### src/rtl/reg_access_seq_pkg.sv
// Shared constants and state encoding for the register-file access sequencer.
// R0_ZERO_EN: when defined, register 0 reads as zero and is never written.
package reg_access_seq_pkg;

  localparam int REG_AW  = 5;
  localparam int REG_DW  = 32;
  localparam int REG_NUM = 32;

  typedef enum logic [2:0] {
    S_IDLE = 3'd0,
    S_RD1  = 3'd1,
    S_RD2  = 3'd2,
    S_WR   = 3'd3,
    S_RSP  = 3'd4
  } state_e;

`ifdef R0_ZERO_EN
  localparam bit R0_ZERO = 1'b1;
`else
  localparam bit R0_ZERO = 1'b0;
`endif

  // True when the register behaves as a hard-wired zero in this build.
  function automatic logic is_zero_reg(input logic [REG_AW-1:0] addr);
    return R0_ZERO && (addr == '0);
  endfunction

endpackage

### src/rtl/reg_access_seq.sv
// Sequences two operand reads and an optional writeback over a single-port register file.
// Build option R0_ZERO_EN (see package) makes register 0 read as zero and ignore writes.
module reg_access_seq
  import reg_access_seq_pkg::*;
(
  input  logic              clk,
  input  logic              rst_n,
  input  logic              req_valid,
  output logic              req_ready,
  input  logic [REG_AW-1:0] rs1_addr,
  input  logic [REG_AW-1:0] rs2_addr,
  input  logic [REG_AW-1:0] rd_addr,
  input  logic              rd_we,
  input  logic [REG_DW-1:0] rd_wdata,
  output logic              rsp_valid,
  input  logic              rsp_ready,
  output logic [REG_DW-1:0] op1,
  output logic [REG_DW-1:0] op2,
  output logic              reg_write,
  output logic [REG_AW-1:0] reg_adress,
  output logic [REG_DW-1:0] data_write,
  input  logic [REG_DW-1:0] data_read,
  output state_e            dbg_state
);

  // Handshake: a transfer happens on a rising edge where valid and ready are both 1;
  // valid holds its payload until that edge, ready may change freely.
  state_e            state_q, state_d;
  logic [REG_AW-1:0] rs1_q, rs1_d, rs2_q, rs2_d, rd_q, rd_d;
  logic              rd_we_q, rd_we_d;
  logic [REG_DW-1:0] wdata_q, wdata_d;
  logic [REG_DW-1:0] op1_q, op1_d, op2_q, op2_d;
  logic              reg_write_q, reg_write_d;
  logic [REG_AW-1:0] adr_q, adr_d;
  logic [REG_DW-1:0] dwr_q, dwr_d;

  always_comb begin
    state_d     = state_q;
    rs1_d       = rs1_q;
    rs2_d       = rs2_q;
    rd_d        = rd_q;
    rd_we_d     = rd_we_q;
    wdata_d     = wdata_q;
    op1_d       = op1_q;
    op2_d       = op2_q;
    reg_write_d = 1'b0;
    adr_d       = adr_q;
    dwr_d       = dwr_q;
    // The register file reads with one cycle of latency, so the address for
    // each phase is loaded on the edge that enters that phase.
    case (state_q)
      S_IDLE: begin
        if (req_valid) begin
          rs1_d   = rs1_addr;
          rs2_d   = rs2_addr;
          rd_d    = rd_addr;
          rd_we_d = rd_we;
          wdata_d = rd_wdata;
          adr_d   = rs1_addr;
          state_d = S_RD1;
        end
      end
      S_RD1: begin
        adr_d   = rs2_q;
        state_d = S_RD2;
      end
      S_RD2: begin
        op1_d       = is_zero_reg(rs1_q) ? '0 : data_read;
        adr_d       = rd_q;
        dwr_d       = wdata_q;
        reg_write_d = rd_we_q && !is_zero_reg(rd_q);
        state_d     = S_WR;
      end
      S_WR: begin
        // rs2 data was fetched in RD2, so it is the pre-write value.
        op2_d   = is_zero_reg(rs2_q) ? '0 : data_read;
        state_d = S_RSP;
      end
      S_RSP: begin
        if (rsp_ready) state_d = S_IDLE;
      end
      default: state_d = S_IDLE;
    endcase
  end

  always_ff @(posedge clk or negedge rst_n) begin
    if (!rst_n) begin
      state_q     <= S_IDLE;
      rs1_q       <= '0;
      rs2_q       <= '0;
      rd_q        <= '0;
      rd_we_q     <= 1'b0;
      wdata_q     <= '0;
      op1_q       <= '0;
      op2_q       <= '0;
      reg_write_q <= 1'b0;
      adr_q       <= '0;
      dwr_q       <= '0;
    end else begin
      state_q     <= state_d;
      rs1_q       <= rs1_d;
      rs2_q       <= rs2_d;
      rd_q        <= rd_d;
      rd_we_q     <= rd_we_d;
      wdata_q     <= wdata_d;
      op1_q       <= op1_d;
      op2_q       <= op2_d;
      reg_write_q <= reg_write_d;
      adr_q       <= adr_d;
      dwr_q       <= dwr_d;
    end
  end

  assign req_ready  = (state_q == S_IDLE);
  assign rsp_valid  = (state_q == S_RSP);
  assign op1        = op1_q;
  assign op2        = op2_q;
  assign reg_write  = reg_write_q;
  assign reg_adress = adr_q;
  assign data_write = dwr_q;
  assign dbg_state  = state_q;

endmodule
### config.mk
export PLATFORM = sky130hd
export DESIGN_NAME = reg_access_seq
export DESIGN_NICKNAME = d
export VERILOG_FILES = /design/src/rtl/reg_access_seq_pkg.sv /design/src/rtl/reg_access_seq.sv
export SDC_FILE = /design/constraint.sdc
export NUM_CORES = 1
export LEC_CHECK = 0
export CAP_MARGIN = 10
export CORE_ASPECT_RATIO = 1.4
export CORE_UTILIZATION = 40
export DETAILED_ROUTE_END_ITERATION = 8
export PLACE_DENSITY_LB_ADDON = 0.05
export SLEW_MARGIN = 10
export SYNTH_ARGS = -nofsm -noshare
export SYNTH_HDL_FRONTEND = slang
export SYNTH_SLANG_ARGS = --single-unit
export TNS_END_PERCENT = 10
### constraint.sdc
create_clock -name clk -period 5.1 [get_ports clk]
set_input_delay 1.02 -clock clk [delete_from_list [all_inputs] [get_ports clk]]
set_output_delay 1.02 -clock clk [all_outputs]
set_load 0.1 [all_outputs]
==> reports/metrics.yaml <==
cp.required_ns: 4.08
crit_fanout: 19
synth.distinct_cells: 27
cts_made_buffers: 17
wirelength_um: 12600
worstHoldPathCells: 1
crit_path_start: "dbg_state[1]"
fillers: 1179
period_needed_ns: 3.59
cts_buffer_depth: 2
cts.reportedPaths.clkPinSlew_ns: 0.06
synthesis.nets: 443
start_util: 0.415
finalSetupTns_ns: 0
finalHoldViolCount: 0
r2r_cells: 3
final_max_slew_viol_count: 0
portBuffers: 190
holdCritStartpoint: "wdata_q[22]"
fp.dieH_um: 145
grt.total_usage: 0.179
cts_hold_buf: 0
crit_arrival_ns: 2.57
cts_resized: 0
globalplace.congestion: 0.778
vias: 3599
ys_top_cells_by_area: "dfrtp_1 (63%), mux2_2 (19%), mux2_4 (7.7%)"
fin_skew_ns: 0.00703
route.detailed.drc: 0
synth_cells: 359
htree_levels: 4
max_freq_mhz: 278
crit_type: "flip-flop to output pin"
grt_pass1_wl_um: 21100
synth_top_area_frac: 0.633
grt_pass1_vias: 3973
root_buffer: "clkbuf_16"
drt_pre_antenna_iters: 4
r2r_start: "dbg_state[1]"
clk_latency_ns: 0.41
cp-start-kind: "flip-flop"
die_w_um: 104
slowest_delay_ns: 1.19
synthesis.area_um2: 5850
cts_setup_buffers: 0
overflow: 0
num_rows: 51
cts_tree: "built"
endpoint_kind: "output pin"
status: "complete, no violations"
syn_area_per_cell_um2: 16.3
hold_class: "flip-flop to flip-flop"
wl_per_cell_um: 16.8
max_slew.worst_pin.slew_ns: 1.07
core-area_um2: 14100
vias_per_cell: 4.81
synth-seq-cells: 148
fin_nets: 635
critPathBufInv: 1
antenna_found_initial: 0
drtAntennaViolNets: 0
rsz0062_at_grt: "no"
yosysTopAreaCell: "dfrtp_1"
drt_iter0_markers: 81
io_pins: 191
dpl.hpwl_um: 8580
drive_above_1_share: 0.294
synth_seq_area_share: 0.633
slew_headroom: 0.289
dieArea_um2: 15100
diodes: 0
worst-path-stages: 2
synthToLayoutAreaGrowth_pct: 43.3
final_cell_mix: "clkdlybuf4s50_1 (189), dfrtp_1 (148), mux2_2 (99)"
cp_cell_sequence: "nor3_4, clkdlybuf4s50_1"
finalSetupViolations: 0
max-cap-violations: 0
min_period_over_period: 0.704
slowest_stage: "clkdlybuf4s50_1"
grt_max_degree: 118
ys_warn_count: 0
clkSinkCount: 148
critical-path-top-delay-family: "buffers and inverters"
mostFrequentLayoutCell: "clkdlybuf4s50_1"
==> metal layers <==
layer,wire [um],vias up,track usage
met5,0,-,0
li1,-,1651,-
met2,6520,117,0.307
met4,204,0,0.0743
met1,5230,1816,0.211
met3,626,15,0.0467
==> logic make-up after synthesis <==
kind of cell | share of synthesized area
AO/OA/AOI/OAI | 0.0317
flip-flops | 0.633
XOR/XNOR | 0.00150
multiplexers | 0.277
AND/OR/NAND/NOR | 0.0167
buffers and inverters | 0.0400
==> registers in the layout (all words and copies together) (netlist names) <==
signal,count
data_write,32
op1,32
op2,32
wdata_q,32
rd_q,5
reg_adress,5
rs2_q,5
dbg_state,3
rd_we_q,1
reg_write,1
==> cell type report <==
class                   instances  area, um2  share of cell area
repair buffers                194       1930               0.231
multi-input cells             179       1920               0.229
inverters                      11       41.3             0.00492
clock buffers                  20        437              0.0521
clock inverters                12        120              0.0143
well taps                     185        231              0.0276
flip-flops and latches        148       3700               0.442
==> worst paths after layout <==
| kind | end | slack (ns) |
|---|---|---|
| min in group asynchronous | data_write[8] | 0.73 |
| min reg2reg | wdata_q[22] | 0.49 |
| max reg2reg | wdata_q[24] | 2.89 |
| max | req_ready | 1.51 |
| max in group asynchronous | data_write[15] | 3.31 |
| min | wdata_q[22] | 0.49 |
==> metrics by stage <==
stage	util	setup WS [ns]	instance area, um2	hold WS [ns]	std cells
after detailed placement	0.555	1.95	7830	0.477	717
after global routing	0.595	1.37	8380	0.503	749
after CTS	0.595	1.48	8380	0.492	749
after floorplan	-	2.12	5850	0.452	359
final	0.595	1.51	8380	0.487	749
after global placement	0.555	1.95	7830	0.461	717
==> synth_stat cells (all sizes together) <==
master  number
a211o        5
a21oi        6
a32o         4
a32oi        1
and2         2
buf         18
clkbuf       3
dfrtp      148
inv         11
mux2       134
nand2        1
nand3        5
nand3b       1
nor2         3
nor2b        1
nor3         2
nor3b        1
o21ai       11
o31ai        1
xnor2        1
==> worst register-to-register path: cells and delay by family, from the launching register on <==
family,cells,cell delay (ns)
mux,1,0.43
simple gates,2,1.07
flops,1,0.60
Power is left out: the tool's default activity adds up to more than one toggle a clock period on the data nets, which glitch-free logic cannot reach.
